**config.mk**
```make
export PLATFORM = sky130hd
export DESIGN_NAME = podule_irq_ctrl
export DESIGN_NICKNAME = d
export VERILOG_FILES = /design/src/rtl/podule_irq_pkg.sv /design/src/rtl/irq_sync.sv /design/src/rtl/podule_irq_ctrl.sv
export SDC_FILE = /design/constraint.sdc
export NUM_CORES = 1
export LEC_CHECK = 0
export ABC_AREA = 1
export CAP_MARGIN = 20
export CORE_MARGIN = 1.5
export CORE_UTILIZATION = 40
export DETAILED_ROUTE_END_ITERATION = 16
export GPL_TIMING_DRIVEN = 0
export PLACE_DENSITY = 0.64
export SYNTH_ARGS = -nofsm -noshare
export SYNTH_HDL_FRONTEND = slang
export SYNTH_SLANG_ARGS = --single-unit
```
**constraint.sdc**
```tcl
create_clock -name clk -period 1.8 [get_ports clk]
set_input_delay 0.18 -clock clk [delete_from_list [all_inputs] [get_ports clk]]
set_output_delay 0.18 -clock clk [all_outputs]
set_load 0.02 [all_outputs]
```
**src/rtl/podule_irq_pkg.sv**
```systemverilog
// rtl/podule_irq_pkg.sv - register map and helpers for the podule interrupt controller
package podule_irq_pkg;

   typedef enum logic [2:0] {
      REG_STATUS = 3'd0,
      REG_PEND   = 3'd1,
      REG_IRQ_EN = 3'd2,
      REG_FIQ_EN = 3'd3,
      REG_MODE   = 3'd4,
      REG_POL    = 3'd5,
      REG_VECTOR = 3'd6,
      REG_SET    = 3'd7
   } reg_idx_e;

   localparam logic [7:0] VEC_NONE = 8'hFF;

   function automatic int lanes(input int n);
      return (n + 7) / 8;
   endfunction

endpackage

```
**src/rtl/irq_sync.sv**
```systemverilog
// rtl/irq_sync.sv - multi-stage flop synchroniser for asynchronous inputs
module irq_sync #(
   parameter int WIDTH  = 1,
   parameter int STAGES = 2
) (
   input  logic             clk_i,
   input  logic             rst_i,
   input  logic [WIDTH-1:0] d_i,
   output logic [WIDTH-1:0] q_o
);

   logic [WIDTH-1:0] sync_q [STAGES];

   always_ff @(posedge clk_i or posedge rst_i) begin
      if (rst_i) begin
         for (int i = 0; i < STAGES; i++) sync_q[i] <= '0;
      end else begin
         sync_q[0] <= d_i;
         for (int i = 1; i < STAGES; i++) sync_q[i] <= sync_q[i-1];
      end
   end

   assign q_o = sync_q[STAGES-1];

endmodule

```
**src/rtl/podule_irq_ctrl.sv**
```systemverilog
// rtl/podule_irq_ctrl.sv - parametrised IRQ/FIQ controller on the IOC byte bus
module podule_irq_ctrl
   import podule_irq_pkg::*;
#(
   parameter int N_SRC       = 8,
   parameter int SYNC_STAGES = 2
) (
   input  logic             clk,
   input  logic             rst,
   input  logic [N_SRC-1:0] src,
   input  logic             cs,
   input  logic             rd,
   input  logic             wr,
   input  logic [4:0]       addr,
   input  logic [7:0]       din,
   output logic [7:0]       dout,
   output logic             irq,
   output logic             fiq
);

   localparam int L = lanes(N_SRC);

   logic [N_SRC-1:0] src_s, s, edge_det, wbits, wmask, clr, set, vec_req;
   logic [N_SRC-1:0] s_prev_q, pend_q, pend_d, irq_en_q, irq_en_d, fiq_en_q, fiq_en_d;
   logic [N_SRC-1:0] mode_q, mode_d, pol_q, pol_d;
   logic             wr_act, wr_s, wr_prev_q, commit;
   logic             irq_q, fiq_q, irq_d, fiq_d;
   logic [1:0]       lane;
   logic             lane_ok;
   reg_idx_e         reg_idx;
   logic [7:0]       vec;
   logic [31:0]      rd32;
   logic             unused_rd;

   assign unused_rd = rd;

   assign wr_act = cs & wr;

   irq_sync #(.WIDTH(N_SRC), .STAGES(SYNC_STAGES)) u_src_sync (
      .clk_i(clk), .rst_i(rst), .d_i(src), .q_o(src_s)
   );

   irq_sync #(.WIDTH(1), .STAGES(SYNC_STAGES)) u_wr_sync (
      .clk_i(clk), .rst_i(rst), .d_i(wr_act), .q_o(wr_s)
   );

   assign s        = src_s ^ pol_q;
   assign edge_det = s & ~s_prev_q;
   assign commit   = wr_s & ~wr_prev_q;

   assign lane    = addr[1:0];
   assign reg_idx = reg_idx_e'(addr[4:2]);
   assign lane_ok = int'(lane) < L;
   assign wbits   = N_SRC'(32'(din) << {lane, 3'b000});
   assign wmask   = lane_ok ? N_SRC'(32'h0000_00FF << {lane, 3'b000}) : '0;

   always_comb begin
      irq_en_d = irq_en_q;
      fiq_en_d = fiq_en_q;
      mode_d   = mode_q;
      pol_d    = pol_q;
      clr      = '0;
      set      = '0;
      if (commit) begin
         case (reg_idx)
            REG_PEND:   clr      = wbits & wmask;
            REG_IRQ_EN: irq_en_d = (irq_en_q & ~wmask) | (wbits & wmask);
            REG_FIQ_EN: fiq_en_d = (fiq_en_q & ~wmask) | (wbits & wmask);
            REG_MODE:   mode_d   = (mode_q & ~wmask) | (wbits & wmask);
            REG_POL:    pol_d    = (pol_q & ~wmask) | (wbits & wmask);
            REG_SET:    set      = wbits & wmask;
            default:    ;
         endcase
      end
      // Edge bits: a new edge beats a same-cycle clear; level bits just track s.
      pend_d = (mode_q & ((pend_q & ~clr) | edge_det | set)) | (~mode_q & s);
      irq_d  = |(pend_q & irq_en_q & ~fiq_en_q);
      fiq_d  = |(pend_q & fiq_en_q);
   end

   assign vec_req = pend_q & irq_en_q & ~fiq_en_q;

   always_comb begin
      vec = VEC_NONE;
      for (int i = N_SRC - 1; i >= 0; i--) begin
         if (vec_req[i]) vec = 8'(i);
      end
   end

   always_comb begin
      rd32 = '0;
      case (reg_idx)
         REG_STATUS: rd32 = 32'(s);
         REG_PEND:   rd32 = 32'(pend_q);
         REG_IRQ_EN: rd32 = 32'(irq_en_q);
         REG_FIQ_EN: rd32 = 32'(fiq_en_q);
         REG_MODE:   rd32 = 32'(mode_q);
         REG_POL:    rd32 = 32'(pol_q);
         REG_VECTOR: rd32 = 32'(vec);
         default:    rd32 = '0;
      endcase
   end

   assign dout = lane_ok ? 8'(rd32 >> {lane, 3'b000}) : 8'h00;

   always_ff @(posedge clk or posedge rst) begin
      if (rst) begin
         s_prev_q  <= '0;
         pend_q    <= '0;
         irq_en_q  <= '0;
         fiq_en_q  <= '0;
         mode_q    <= '0;
         pol_q     <= '0;
         wr_prev_q <= 1'b0;
         irq_q     <= 1'b0;
         fiq_q     <= 1'b0;
      end else begin
         s_prev_q  <= s;
         pend_q    <= pend_d;
         irq_en_q  <= irq_en_d;
         fiq_en_q  <= fiq_en_d;
         mode_q    <= mode_d;
         pol_q     <= pol_d;
         wr_prev_q <= wr_s;
         irq_q     <= irq_d;
         fiq_q     <= fiq_d;
      end
   end

   assign irq = irq_q;
   assign fiq = fiq_q;

endmodule

```
==> results of run 1 <==
## path summary, 6_finish.rpt
kind / startpoint / to / slack (ps) / cells after the start
setup / recovery: pend_q[3] / dout[5] / -60 / 8
hold / removal: rst / asynchronous set/reset pin / 180 / 2
setup reg to reg: wr_prev_q / flip-flop / 160 / 7
hold reg to reg: u_src_sync.sync_q[8] / u_src_sync.q_o[0] / 350 / 0
max in group asynchronous: rst / u_src_sync.q_o[1] / 1140 / 3
min in group clk: src[7] / u_src_sync.sync_q[15] / 260 / 1
## area by class of cell
type / instances / area, sq um / share of cell area
clock inverters: 3 / 15.01 / 0.003651
flip-flops and latches: 69 / 1727 / 0.4198
well taps: 102 / 127.6 / 0.03103
inverters: 46 / 178.9 / 0.04350
repair buffers: 52 / 475.5 / 0.1156
multi-input cells: 267 / 1403 / 0.3410
plain buffers: 5 / 48.80 / 0.01186
clock buffers: 10 / 137.6 / 0.03347
## cell usage in the layout (no fill, tap or decap), types with 2 or more instances in the layout
cell             count
nand2_1            113
dfrtp_1             69
inv_1               38
nor2_1              38
buf_4               25
clkdlybuf4s50_1     23
o21ai_1             22
o21ai_2             12
a21oi_1             12
nand3_1             11
clkbuf_8            10
o21ai_0              9
nand2_2              7
nor2_4               6
inv_2                6
nand3_2              6
xnor2_1              5
buf_6                4
nand2_4              3
a21oi_2              3
xor2_1               3
clkinv_2             3
o211ai_1             2
nand3b_1             2
nand4_1              2
clkbuf_2             2
buf_12               2
## cell families (layout without fill, tap and decap cells)
| logic type | after synthesis | after routing | share of synthesized area |
|---|---|---|---|
| AND/OR/NAND/NOR | 193 | 193 | 0.2599 |
| flip-flops | 69 | 69 | 0.5289 |
| AO/OA/AOI/OAI | 66 | 66 | 0.1219 |
| buffers and inverters | 51 | 116 | 0.06784 |
| XOR/XNOR | 8 | 8 | 0.02147 |
## report_power, final
part | internal [W] | leakage [nW] | switching (W) | total [W]
registers | 0.00174 | 0.866 | 0.000134 | 0.00188
logic | 0.000325 | 1.06 | 0.000428 | 0.000753
clock network | 0.000506 | 0.0836 | 0.000562 | 0.00107
total | 0.00258 | 2.01 | 0.00112 | 0.00370
## synth_stat cells
cell type,count
nand4_1,2
nand2_1,117
nand2_4,3
xor2_1,3
a221oi_1,1
buf_4,2
inv_1,42
dfrtp_1,69
nand3_1,18
o2111a_1,1
nand3b_1,2
nor3_1,1
nor3_2,1
o21ai_1,21
xnor2_1,5
o21ai_0,10
nor2_8,1
a21boi_0,1
a21oi_1,15
a22oi_1,1
buf_6,3
inv_2,4
nand2_2,3
a31oi_1,1
o21ai_2,12
nor2_1,41
nor2_4,3
nor3_4,1
o211ai_1,2
o22ai_1,1
## per-stage QoR
step,area [sq um],util
finish,4113,0.5268
global route,4113,0.5268
CTS,4039,0.5173
detailed placement,3776,0.4837
global placement,3736,0.4785
floorplan,3268,-
## metal layers
layer  vias to the layer above  GRT usage
met1                      1348     0.2890
met3                        15    0.03821
met4                         0    0.09217
li1                       1354          -
met5                         -          0
met2                        87     0.3237
## timing repair
item / CTS / global route
pin swaps: 5 / 5
gates resized for setup: 61 / 15
endpoints found under the setup margin: 8 / 8
buffers inserted: 10 / 6
==> run summary, run 1 <==
Grt ovf: 0
Nets@finish: 476
Drt first pass iters: 4
Top-area cell type share of the netlist area: 0.5289
Slowest CP cell: dfrtp_1
DRC: 0
Routability Congestion: 0.8912
GRT Total Usage: 0.2102
Largest net degree at the start of global routing: 28
Synth-to-Final Area Change: 25.99%
Startpoint types: flip-flop
Critical path cell sequence: nand3b_1 > nand2_2 > nor2_4 > nand3_4 > inv_2 > nor2_1 > nor2_1 > buf_4
RSZ-0062 raised after global routing: yes
Seq cells post-synth: 69
DR WL met3: 584 microns
Final setup vio count: 6
# hold bufs at CTS: 0
Vias: 2804
Worst path arrival time: 1680 ps
Clk_lat worst skew: 360 ps
CP Buf/Inv Count: 2
Avg Inst Size Synth: 8.435 sq um
Layout cell share with drive strength beyond 1: 0.2124
CTS tree: yes
Starting Density: 0.4181
IO Count: 36
Relative slew slack: 0.6897
First-pass GRT wire length: 13.63 mm
Total chip power: 0.003699 W
Slew @ Worst Pin: 464.3 ps
Met2 routed wirelength: 3.914 mm
Max Freq: 0.5390 GHz
Fin cells: 554
Total wire length: 8.463 mm
Biggest area consumer among synthesized cells: dfrtp_1
Max clock buf depth: 2
Initial antenna violation count: 0
Post-synth cell types: 30
Clk_skew: 7.759 ps
Std-Cell Core Area: 7807 sq um
DP HPWL: 5.706 mm
Vias in the first global route: 2739
Vias per cell: 5.061
Critical path type: flip-flop to output port
Met1 WL: 3.820 mm
Data required time of the worst path: 1620 ps
Highest Signal Layer: met4
Inst Count DP: 525
Final ANT Viol Nets: 0
Sum Neg Setup Slack: -172.3 ps
Diodes inserted: 0
DP Worst Slack: -875.4 ps
LEAKAGE: 2.007 nW
Hold Vio Cnt, Final: 0
TritonCTS buffer count: 9
CP most frequent cell: nor2_1
H-tree levels: 3
Total Die Area: 8711 sq um
CTS Sinks: 69
Failing checks: setup timing
# fillers: 738
Chip height: 93.34 microns
Worst hold margin: 178.7 ps
Port Buffer Count: 34
Tcrit/Tclk final: 1.031
Post-route worst setup slack: -55.30 ps
Syn_nets: 413
Row cnt: 32
PwrDens: 899.5 nW/um^2
Yosys warns: 0
Max-Cap Viols: 0
HP Class: input port to asynchronous set/reset pin
Critical-path maximum fanout: 5
Status: finished with violations
CP Capture Type: output port
Max IR drop VDD: 391.0 uV
Max-slew violation count: 0
Crit path largest cell delay: 400 ps
Min Tclk post-route: 1855 ps
Post-Synthesis Cells: 387
Die W: 93.34 microns
DRT iter0 DRCs: 225
Wire length per cell: 15.28 microns
Sequential share of the synthesized area: 0.5289
Main area contributors after synthesis: dfrtp_1 (53%), nand2_1 (13%), inv_1 (4.8%), nor2_1 (4.7%), o21ai_1 (3.2%)
Critical path's top delay family: simple AND/OR/NAND/NOR gates
Root Buffer: clkbuf_8
Post-synthesis cell area: 3264 sq um
Clock transition at the registers of the reported paths: 70 ps
Note: power is estimated with default switching activity, not from simulation.
==> inputs of run 2 (changes only) <==
Settings changed: HOLD_SLACK_MARGIN set to 0.05.
==> results of run 2 <==
Same layout as run 1: the final DEF is identical, and so are final timing and power.
==> inputs of run 3 (changes only) <==
Settings changed: ABC_CLOCK_PERIOD_IN_PS set to 1800.
==> results of run 3 <==
Same layout as run 1: the final DEF is identical, and so are final timing and power.
